**config.mk**
```make
export PLATFORM = sky130hd
export DESIGN_NAME = fifo_ratio_adapter
export DESIGN_NICKNAME = d
export VERILOG_FILES = /design/src/rtl/fifo_adapter_pkg.sv /design/src/rtl/fifo_adapter_mem.sv /design/src/rtl/fifo_ratio_adapter.sv
export SDC_FILE = /design/constraint.sdc
export NUM_CORES = 2
export LEC_CHECK = 0
export CAP_MARGIN = 20
export CORE_MARGIN = 5
export CORE_UTILIZATION = 60
export DETAILED_ROUTE_END_ITERATION = 10
export PLACE_DENSITY = 0.77
export SYNTH_ARGS = -nofsm -noshare
export SYNTH_HDL_FRONTEND = slang
export SYNTH_SLANG_ARGS = --single-unit
```
**constraint.sdc**
```tcl
create_clock -name clk -period 16.4 [get_ports clk]
set_clock_uncertainty 0.1 [all_clocks]
set_input_delay 3.28 -clock clk [delete_from_list [all_inputs] [get_ports clk]]
set_output_delay 3.28 -clock clk [all_outputs]
set_load 0.005 [all_outputs]
```
**src/rtl/fifo_adapter_pkg.sv**
```systemverilog
// Shared types and elaboration helpers for the width-ratio FIFO adapter.
// Latency: none (types, constants and constant functions only).
// Backpressure: not applicable.
package fifo_adapter_pkg;

    typedef enum logic [1:0] {
        MODE_UP   = 2'd0,   // narrow writes packed into wide entries
        MODE_DOWN = 2'd1,   // wide writes unpacked into narrow reads
        MODE_PASS = 2'd2    // equal widths, plain FIFO
    } mode_e;

    localparam int ERR_CNT_W = 16;

    function automatic mode_e adapter_mode(input int in_w, input int out_w);
        if (in_w < out_w) begin
            return MODE_UP;
        end
        if (in_w > out_w) begin
            return MODE_DOWN;
        end
        return MODE_PASS;
    endfunction

    function automatic int adapter_ratio(input int in_w, input int out_w);
        return (in_w > out_w) ? (in_w / out_w) : (out_w / in_w);
    endfunction

    // Lane-count tag width; must hold the value RATIO itself, hence the +1.
    function automatic int adapter_lw(input int ratio);
        return $clog2(ratio) + 1;
    endfunction

    function automatic bit adapter_ratio_ok(input int in_w, input int out_w);
        return (in_w > out_w) ? ((in_w % out_w) == 0) : ((out_w % in_w) == 0);
    endfunction

endpackage

```
**src/rtl/fifo_adapter_mem.sv**
```systemverilog
// Dual-pointer storage for wide entries plus a lane tag, with occupancy count.
// Latency: head entry is read combinationally; commit/pop take effect on the next edge.
// Backpressure: none here; the caller must not commit when full or pop when empty.
//
// Ports: clk/rst (sync, active-high); commit_vld/commit_dat/commit_tag push one
// entry; pop_vld retires the head; head_dat/head_tag show the head entry;
// cnt is the number of occupied entries (AW+1 bits).
module fifo_adapter_mem #(
    parameter int DW = 128,
    parameter int TW = 4,
    parameter int AW = 4
) (
    input  logic          clk,
    input  logic          rst,
    input  logic          commit_vld,
    input  logic [DW-1:0] commit_dat,
    input  logic [TW-1:0] commit_tag,
    input  logic          pop_vld,
    output logic [DW-1:0] head_dat,
    output logic [TW-1:0] head_tag,
    output logic [AW:0]   cnt
);

    localparam int DEPTH = 2 ** AW;

    logic [DW-1:0] mem_q [DEPTH];
    logic [TW-1:0] tag_q [DEPTH];

    logic [AW-1:0] wr_ptr_q, wr_ptr_d;
    logic [AW-1:0] rd_ptr_q, rd_ptr_d;
    logic [AW:0]   cnt_q, cnt_d;

    always_comb begin
        wr_ptr_d = wr_ptr_q + AW'(commit_vld);
        rd_ptr_d = rd_ptr_q + AW'(pop_vld);
        // Commit and pop in the same cycle cancel out.
        cnt_d    = cnt_q + (AW+1)'(commit_vld) - (AW+1)'(pop_vld);
    end

    always_ff @(posedge clk) begin
        if (rst) begin
            wr_ptr_q <= '0;
            rd_ptr_q <= '0;
            cnt_q    <= '0;
        end else begin
            wr_ptr_q <= wr_ptr_d;
            rd_ptr_q <= rd_ptr_d;
            cnt_q    <= cnt_d;
        end
    end

    // Storage is not reset: the pointers alone define what is valid.
    always_ff @(posedge clk) begin
        if (commit_vld) begin
            mem_q[wr_ptr_q] <= commit_dat;
            tag_q[wr_ptr_q] <= commit_tag;
        end
    end

    assign head_dat = mem_q[rd_ptr_q];
    assign head_tag = tag_q[rd_ptr_q];
    assign cnt      = cnt_q;

endmodule

```
**src/rtl/fifo_ratio_adapter.sv**
```systemverilog
// Width-converting synchronous FIFO: packs narrow writes (UP), unpacks wide writes (DOWN) or passes through.
// Latency: a committed entry is readable the cycle after commit; rd_dat is registered, valid the cycle after rd_ena.
// Backpressure: wr_full (with FULL_SLACK headroom) drops writes silently; reads while rd_empty are ignored.
//
// Ports: clk, rst (sync, active-high); wr_ena/wr_dat write side, wr_flush commits a
// partial pack (UP only), wr_full; rd_ena read strobe, rd_dat/rd_lanes registered
// read data and valid-lane count, rd_empty, rd_dat_cnt occupied entries.
// Optional macro FIFO_ADAPTER_ERR_CNT_EN adds saturating wr_drop_cnt / rd_under_cnt.
module fifo_ratio_adapter
    import fifo_adapter_pkg::*;
#(
    parameter int DATA_IN_WIDTH  = 16,
    parameter int DATA_OUT_WIDTH = 128,
    parameter int ADDR_WIDTH     = 4,
    parameter int FULL_SLACK     = 1
) (
    input  logic                      clk,
    input  logic                      rst,
    input  logic                      wr_ena,
    input  logic [DATA_IN_WIDTH-1:0]  wr_dat,
    input  logic                      wr_flush,
    output logic                      wr_full,
    input  logic                      rd_ena,
    output logic [DATA_OUT_WIDTH-1:0] rd_dat,
    output logic [adapter_lw(adapter_ratio(DATA_IN_WIDTH, DATA_OUT_WIDTH))-1:0] rd_lanes,
    output logic                      rd_empty,
    output logic [ADDR_WIDTH:0]       rd_dat_cnt
`ifdef FIFO_ADAPTER_ERR_CNT_EN
    ,
    output logic [ERR_CNT_W-1:0]      wr_drop_cnt,
    output logic [ERR_CNT_W-1:0]      rd_under_cnt
`endif
);

    localparam mode_e MODE     = adapter_mode(DATA_IN_WIDTH, DATA_OUT_WIDTH);
    localparam int    RATIO    = adapter_ratio(DATA_IN_WIDTH, DATA_OUT_WIDTH);
    localparam int    LW       = adapter_lw(RATIO);
    localparam int    WIDE_W   = (DATA_IN_WIDTH > DATA_OUT_WIDTH) ? DATA_IN_WIDTH : DATA_OUT_WIDTH;
    localparam int    NARROW_W = (DATA_IN_WIDTH > DATA_OUT_WIDTH) ? DATA_OUT_WIDTH : DATA_IN_WIDTH;
    localparam int    DEPTH    = 2 ** ADDR_WIDTH;

    localparam logic [LW-1:0]         RATIO_TAG   = LW'(RATIO);
    localparam logic [ADDR_WIDTH:0]   FULL_THRESH = (ADDR_WIDTH+1)'(DEPTH - FULL_SLACK);

    if (!adapter_ratio_ok(DATA_IN_WIDTH, DATA_OUT_WIDTH)) begin : g_bad_ratio
        $fatal(1, "fifo_ratio_adapter: widths %0d/%0d are not an integer ratio",
               DATA_IN_WIDTH, DATA_OUT_WIDTH);
    end
    if (FULL_SLACK < 0 || FULL_SLACK > DEPTH - 1) begin : g_bad_slack
        $fatal(1, "fifo_ratio_adapter: FULL_SLACK %0d out of range 0..%0d",
               FULL_SLACK, DEPTH - 1);
    end

    logic              wr_acc;
    logic              rd_acc;
    logic              commit_vld;
    logic [WIDE_W-1:0] commit_dat;
    logic [LW-1:0]     commit_tag;
    logic              pop_vld;
    logic [WIDE_W-1:0] head_dat;
    logic [LW-1:0]     head_tag;
    logic [ADDR_WIDTH:0] cnt;

    logic [DATA_OUT_WIDTH-1:0] rd_nxt_dat;
    logic [LW-1:0]             rd_nxt_lanes;
    logic [DATA_OUT_WIDTH-1:0] rd_dat_q, rd_dat_d;
    logic [LW-1:0]             rd_lanes_q, rd_lanes_d;

    assign wr_full  = (cnt >= FULL_THRESH);
    assign rd_empty = (cnt == '0);
    assign wr_acc   = wr_ena && !wr_full;
    assign rd_acc   = rd_ena && !rd_empty;

    // ---------------- write side ----------------
    if (MODE == MODE_UP) begin : g_pack
        logic [WIDE_W-1:0] acc_q, acc_d, acc_w;
        logic [LW-1:0]     k_q, k_d, k_w;

        always_comb begin
            // acc_w/k_w include this cycle's accepted write, so a flush in the
            // same cycle as the last lane write commits that lane too.
            acc_w = acc_q;
            k_w   = k_q;
            if (wr_acc) begin
                acc_w[int'(k_q)*NARROW_W +: NARROW_W] = wr_dat;
                k_w = k_q + LW'(1);
            end
            acc_d      = acc_w;
            k_d        = k_w;
            commit_vld = 1'b0;
            commit_dat = acc_w;
            commit_tag = k_w;
            // Unwritten upper lanes are already zero: the accumulator is
            // cleared on every commit and on reset.
            if ((k_w == RATIO_TAG) || (wr_flush && !wr_full && (k_w != '0))) begin
                commit_vld = 1'b1;
                acc_d      = '0;
                k_d        = '0;
            end
        end

        always_ff @(posedge clk) begin
            if (rst) begin
                acc_q <= '0;
                k_q   <= '0;
            end else begin
                acc_q <= acc_d;
                k_q   <= k_d;
            end
        end
    end else begin : g_direct
        logic unused_flush;
        assign unused_flush = wr_flush;

        always_comb begin
            commit_vld = wr_acc;
            commit_dat = wr_dat;
            commit_tag = RATIO_TAG;
        end
    end

    // ---------------- read side ----------------
    if (MODE == MODE_DOWN) begin : g_unpack
        logic [LW-1:0] j_q, j_d;
        logic [LW-1:0] unused_tag;
        assign unused_tag = head_tag;

        always_comb begin
            rd_nxt_dat   = head_dat[int'(j_q)*NARROW_W +: NARROW_W];
            rd_nxt_lanes = LW'(1);
            pop_vld      = 1'b0;
            j_d          = j_q;
            if (rd_acc) begin
                if (j_q == LW'(RATIO - 1)) begin
                    pop_vld = 1'b1;
                    j_d     = '0;
                end else begin
                    j_d = j_q + LW'(1);
                end
            end
        end

        always_ff @(posedge clk) begin
            if (rst) begin
                j_q <= '0;
            end else begin
                j_q <= j_d;
            end
        end
    end else begin : g_whole
        always_comb begin
            rd_nxt_dat   = head_dat;
            rd_nxt_lanes = head_tag;
            pop_vld      = rd_acc;
        end
    end

    always_comb begin
        rd_dat_d   = rd_dat_q;
        rd_lanes_d = rd_lanes_q;
        if (rd_acc) begin
            rd_dat_d   = rd_nxt_dat;
            rd_lanes_d = rd_nxt_lanes;
        end
    end

    always_ff @(posedge clk) begin
        if (rst) begin
            rd_dat_q   <= '0;
            rd_lanes_q <= '0;
        end else begin
            rd_dat_q   <= rd_dat_d;
            rd_lanes_q <= rd_lanes_d;
        end
    end

    assign rd_dat     = rd_dat_q;
    assign rd_lanes   = rd_lanes_q;
    assign rd_dat_cnt = cnt;

    fifo_adapter_mem #(
        .DW (WIDE_W),
        .TW (LW),
        .AW (ADDR_WIDTH)
    ) u_mem (
        .clk        (clk),
        .rst        (rst),
        .commit_vld (commit_vld),
        .commit_dat (commit_dat),
        .commit_tag (commit_tag),
        .pop_vld    (pop_vld),
        .head_dat   (head_dat),
        .head_tag   (head_tag),
        .cnt        (cnt)
    );

`ifdef FIFO_ADAPTER_ERR_CNT_EN
    logic [ERR_CNT_W-1:0] drop_cnt_q, drop_cnt_d;
    logic [ERR_CNT_W-1:0] under_cnt_q, under_cnt_d;

    always_comb begin
        drop_cnt_d  = drop_cnt_q;
        under_cnt_d = under_cnt_q;
        if (wr_ena && wr_full && (drop_cnt_q != '1)) begin
            drop_cnt_d = drop_cnt_q + ERR_CNT_W'(1);
        end
        if (rd_ena && rd_empty && (under_cnt_q != '1)) begin
            under_cnt_d = under_cnt_q + ERR_CNT_W'(1);
        end
    end

    always_ff @(posedge clk) begin
        if (rst) begin
            drop_cnt_q  <= '0;
            under_cnt_q <= '0;
        end else begin
            drop_cnt_q  <= drop_cnt_d;
            under_cnt_q <= under_cnt_d;
        end
    end

    assign wr_drop_cnt  = drop_cnt_q;
    assign rd_under_cnt = under_cnt_q;
`endif

endmodule

```
After elaboration in Yosys (flattened, before gate mapping)
Memories as Yosys holds them, arrays and structs flattened. A register that Yosys moved wholly into a read port is not among the register bits. Cells that the tools add are included.

Bits of input ports: 21. Flip-flop bits (word level): 145. Output and inout bits: 139. RAM bits: 2112. Word-level logic and storage cells: 33. Memories: 2.

Reductions and logical operators: 10. Add/subtract/negate cells: 6. $lt $le $gt $ge: 1. Mux-type cells: 6. Shift operators: 2. Equality and inequality tests: 1.

Memories: u_mem.mem_q (depth 16, bits a word 128, rd ports 1, clocked after memory_dff 1, wr ports 1, RTL line fifo_adapter_mem.sv:26) `logic [DW-1:0] mem_q [DEPTH];`; u_mem.tag_q (depth 16, bits a word 4, rd ports 1, clocked after memory_dff 1, wr ports 1, RTL line fifo_adapter_mem.sv:27) `logic [TW-1:0] tag_q [DEPTH];`.

Operators by type and width (count): 128-bit bitwise mux (1); 128-bit two-way mux (1); 16-bit by 33-bit variable shift with 128-bit output (first input constant) (1); 16-bit by 33-bit variable part select with 128-bit output (1); 8-bit negator with 33-bit output (1); 4-bit by 1-bit adder with 4-bit output (2); 5-bit by 1-bit adder with 5-bit output (1); 5-bit by 4-bit greater-or-equal comparator with 1-bit output (second input constant) (1); 5-bit logical NOT (1); 5-bit by 1-bit subtractor with 5-bit output (1); 4-bit by 1-bit adder with 4-bit output (second input constant) (1); 4-bit equality test (second input constant) (1); 1-bit logical AND (4); 4-bit two-way mux (1); 4-bit nonzero test (1); 1-bit two-way mux (3); 1-bit logical NOT (2); 2-bit OR reduction (1); 1-bit logical OR (1).

Depth between registers and ports, before layout
Word-level depth: 10. Depth in mapped cells: 16. Depth with buffers taken out: 12.

By module
From an unflattened synthesis, not the netlist that was laid out.

Cell total of the unflattened synthesis: 4829. Area total of the unflattened synthesis: 90392.9 um^2.

By module, submodules not included: fifo_adapter_mem (area each 79932.9 um^2, instances 1, seq. area each 63681.1 um^2, cells an instance 3460); fifo_ratio_adapter (area each 10460.0 um^2, instances 1, seq. area each 5285.1 um^2, cells an instance 1369).

Least setup slack after synthesis
Ideal clock, no wire load.

Path type: input-to-reg. Start: input port wr_ena. End: memory u_mem.mem_q[10][0], enable pin. Data required time: 15632 ps. Stages on the path: 6. Arrival time: 10729 ps. Path buffers: 2. Slack: 4903 ps. Library setup time: 668 ps. Cells stage by stage: nand2b_1 clkbuf_1 a2111oi_2 a32oi_1 buf_2 a21oi_1.

Cells in the longest elaborated chain, start to end: 8. Elaborated cells between the ends (all ways): 9. Those cells by class: eq/ne: 1; mux: 4; reduce/logical: 4.

RTL lines: start: declaration (RTL line fifo_ratio_adapter.sv:19) `input logic wr_ena,`; 1-bit logical AND (*) (RTL line fifo_ratio_adapter.sv:71) `assign wr_acc = wr_ena && !wr_full;`; 4-bit two-way mux (*) (RTL line fifo_ratio_adapter.sv:84) `if (wr_acc) begin`; 4-bit nonzero test (RTL line fifo_ratio_adapter.sv:95) `if ((k_w == RATIO_TAG) || (wr_flush && !wr_full && (k_w != '0))) begin`; 1-bit logical AND (RTL line fifo_ratio_adapter.sv:95); 1-bit logical OR (*) (RTL line fifo_ratio_adapter.sv:95); 1-bit two-way mux (*) (RTL line fifo_ratio_adapter.sv:95); 1-bit two-way mux (*) (RTL line fifo_adapter_mem.sv:54) `if (commit_vld) begin`; 1-bit two-way mux (not written as such) (*) (RTL line fifo_adapter_mem.sv:55) `mem_q[wr_ptr_q] <= commit_dat;`; end: declaration (RTL line fifo_adapter_mem.sv:26).

Every way passes the cells marked *; elsewhere a longest branch is shown, timed or not.

Final worst setup path
Start: input port wr_ena. End: memory u_mem.mem_q[14][97], enable pin.

The elaborated chain is that of the path after synthesis.

==> results.yml <==
status:
  status: "finished clean"
setup_path:
  crit_cells: 8
  r2r_slack_ns: 9.85
  end_kind: "flip-flop"
  worstReg2RegEnd: "u_mem.mem_q[14][97]$_DFFE_PP_"
  r2r-start: "g_pack.k_q[0]$_SDFF_PP0_"
  critPathLaunch: "wr_ena"
  reg2reg_depth: 9
  crit_end: "u_mem.mem_q[14][97]$_DFFE_PP_"
  cp_top_family: "buffers and inverters"
  critPathKind: "input port to flip-flop"
  path_cells: "clkdlybuf4s50_1 > nand2b_1 > a21o_1 > a32oi_4 > buf_4 > a21oi_4 > buf_4 > buf_4"
  cp.arrival_ns: 7.76
  cp-start-kind: "input port"
  cp_common_cell: "buf_4"
  max_stage_delay_ns: 0.89
  critPathMaxFanout: 37
  crit_buf_inv: 4
  slowest_stage: "a21oi_4"
  critPathRequiredTime_ns: 16.80
placed_design:
  placed_cells: 6449
  gp_congestion: 0.859
  dp_hpwl_mm: 112
  io_buffers: 159
timing:
  fmax_mhz: 136
  slew_headroom_pct: 19.0
  slew_violations: 0
  tns_ns: 0
  fin_crit_sh_pct: 44.9
  rsz0062_at_grt: "no"
  hold_violations: 0
  worst_slew_pin_slew_ns: 1.22
  fin_crit_ns: 7.37
  setup_viol: 0
layout:
  final_nets: 4700
  final_common_cell: "edfxtp_1"
  mostFrequentLayoutCells: "edfxtp_1 (2112), mux4_2 (528), dfxtp_1 (274), mux2i_1 (248), nand2_1 (231)"
  final-instance-count-excl-fill: 6876
  nFillCells: 8951
  syn2layout_area_growth_pct: 12.9
  drive_above_1_share_pct: 21.3
synthesis:
  ys_seq_area_share_pct: 75.8
  yosys_most_used_dff: "edfxtp_1"
  synth_edf_count: 2112
  synth_seq_cells: 2389
  yosys_warnings: 0
  synthesis.nets: 4513
  syn_inst: 4472
  synth_top_area_share_pct: 69.7
  syn_avg_cell_area_sq_um: 20.3
  syn-cell-area_sq_mm: 0.0909
  ys_top_cells_by_area: "edfxtp_1 (70%), mux4_2 (13%), dfxtp_1 (6.1%), mux2i_1 (2.7%), nand2_1 (0.95%)"
  synth_top_area_cell: "edfxtp_1"
  async_reset_ff_share_pct: 0
  synth.distinct_cells: 65
detailed_routing:
  drc_errors: 0
  wl_met3_mm: 23.7
  wirelength_mm: 220
  viasPerCell: 6.77
  met2_length_mm: 107
  antenna_left: 0
  wl_met1_mm: 81.6
  avgRoutedWirePerCell_microns: 31.9
  drtIter0Drc: 6052
  vias: 46600
  first_pass_iters: 6
  highest_layer: "met5"
clocking:
  cts_tree: "built"
  ctsRootBufferMaster: "clkbuf_16"
  cts_num_sinks: 2389
  max-clock-path-buffers: 3
  clk_latency_ns: 0.88
  ctsHoldBuffers: 0
  path_clk_slew_ns: 0.06
  cts.repair.resized: 0
  cts_max_level: 4
  numCtsBuffers: 221
  cts_setup_buffers: 0
job:
  cap_violations: 0
grt:
  antenna_found_initial: 5
  grt_max_degree: 136
  grt_pass1_vias: 47600
  global_route.usage.total_pct: 27.8
  gr-total-overflow: 0
  grt_pass1_wl_mm: 321
floorplan:
  pin_count: 160
  design.core.area_sq_mm: 0.150
  dieHeight_microns: 399
  floorplan.initialDensity_pct: 60.5
  die_w_microns: 399
  die-area_sq_mm: 0.159
  rows: 142
power:
  powerDensity_mw_per_mm2: 146
  vdd_drop_max_uv: 114
  power.leakage_nw: 32.0
min_path:
  hp-class: "flip-flop to flip-flop"
stage by stage:
stage	hold slack [ns]	cell area, sq um	power (mW)	setup slack [ns]	util [%]
2_1_floorplan	0.342	90900	8.87	4.90	-
3_3_place_gp	0.344	94800	9.63	8.32	63.1
3_5_place_dp	0.348	94900	9.68	8.24	63.1
4_1_cts	0.367	103000	15.0	9.19	68.3
5_1_grt	0.379	103000	15.5	8.96	68.3
6_report	0.360	103000	15.0	9.03	68.3
synthesized netlist by cell type, types with 2 or more instances:
library cell  instances
nand3_2               2
buf_2               120
ha_1                 19
nand3_1              13
inv_1                80
and4b_1               3
o41ai_1               6
nand3b_1              2
nor3b_1               2
o21bai_1              2
nor2b_1              45
buf_1                14
nand2b_1             47
nor4_1               66
xnor2_1               9
o211ai_2              3
o211ai_1              3
mux4_2              528
or3_1                 2
o22ai_1              34
a21oi_1              22
nand4_1              18
and3_1                2
o41ai_2               9
a211oi_2             20
clkbuf_1            143
inv_2                 2
a211oi_1             93
dfxtp_1             277
nor3_1               84
edfxtp_1           2112
a21o_1                3
xor2_1                5
mux2i_1             248
nand2_1             231
o31ai_1              16
buf_6                 3
nor2_1               45
o2111ai_1            16
o221ai_1             98
worst register-to-register path, cell delays in order (launching register included):
cell and delay, ns:
dfxtp_1 0.31, buf_4 0.28, clkinv_1 0.58, ha_1 0.55, nand2b_1 0.74, or3_1 0.28, nand3_2 0.69, a21oi_4 1.15
buf_4 0.73, buf_4 0.72
sequential cells by signal, summed over array words and instances, names as in the netlist:
register,cells
u_mem.mem_q,2048
g_pack.acc_q,128
rd_dat,128
u_mem.tag_q,64
u_mem.cnt,5
g_pack.k_q,4
rd_lanes,4
u_mem.rd_ptr_q,4
u_mem.wr_ptr_q,4
final cells by class:
type	instances	area [sq um]	share of cell area (%)
clock inverters	116	1560	1.52
inverters	83	317	0.308
well taps	2016	2520	2.46
clock buffers	304	6170	6.01
multi-input cells	1718	20700	20.2
diodes	4	10.0	0.00975
repair buffers	246	2430	2.37
flip-flops and latches	2389	69000	67.2
layer usage:
| metal | vias up | GRT usage [%] |
|---|---|---|
| met2 | 2901 | 44.4 |
| met4 | 2 | 8.60 |
| met1 | 24400 | 39.3 |
| met5 | - | 0 |
| met3 | 448 | 6.25 |
| li1 | 18800 | - |
where the power goes:
group / internal (mW) / switching, mW
Sequential: 6.84 / 0.214
Combinational: 1.22 / 1.32
Clock: 3.14 / 2.25
worst min-delay path by stage:
stage	to	slack [ns]	depth (start not counted)	startpoint
finish	rd_dat[127]$_SDFFE_PP0P_	0.36	2	rd_dat[127]$_SDFFE_PP0P_
global route	g_pack.acc_q[11]$_SDFF_PP0_	0.38	2	g_pack.acc_q[11]$_SDFF_PP0_
global placement	rd_dat[121]$_SDFFE_PP0P_	0.34	2	rd_dat[121]$_SDFFE_PP0P_
detailed placement	rd_dat[127]$_SDFFE_PP0P_	0.35	2	rd_dat[127]$_SDFFE_PP0P_
CTS	g_pack.acc_q[11]$_SDFF_PP0_	0.37	2	g_pack.acc_q[11]$_SDFF_PP0_
floorplan	g_pack.acc_q[10]$_SDFF_PP0_	0.34	2	g_pack.acc_q[10]$_SDFF_PP0_
kinds of logic after synthesis:
logic type | after synthesis | share of synthesized area (%)
mux | 776 | 15.8
compound gates | 337 | 3.12
flops | 2389 | 75.8
buf+inv | 365 | 1.72
fa+ha+maj | 20 | 0.283
simple gates | 571 | 3.09
xor+xnor | 14 | 0.135
Note: power is estimated with default switching activity, not from simulation.
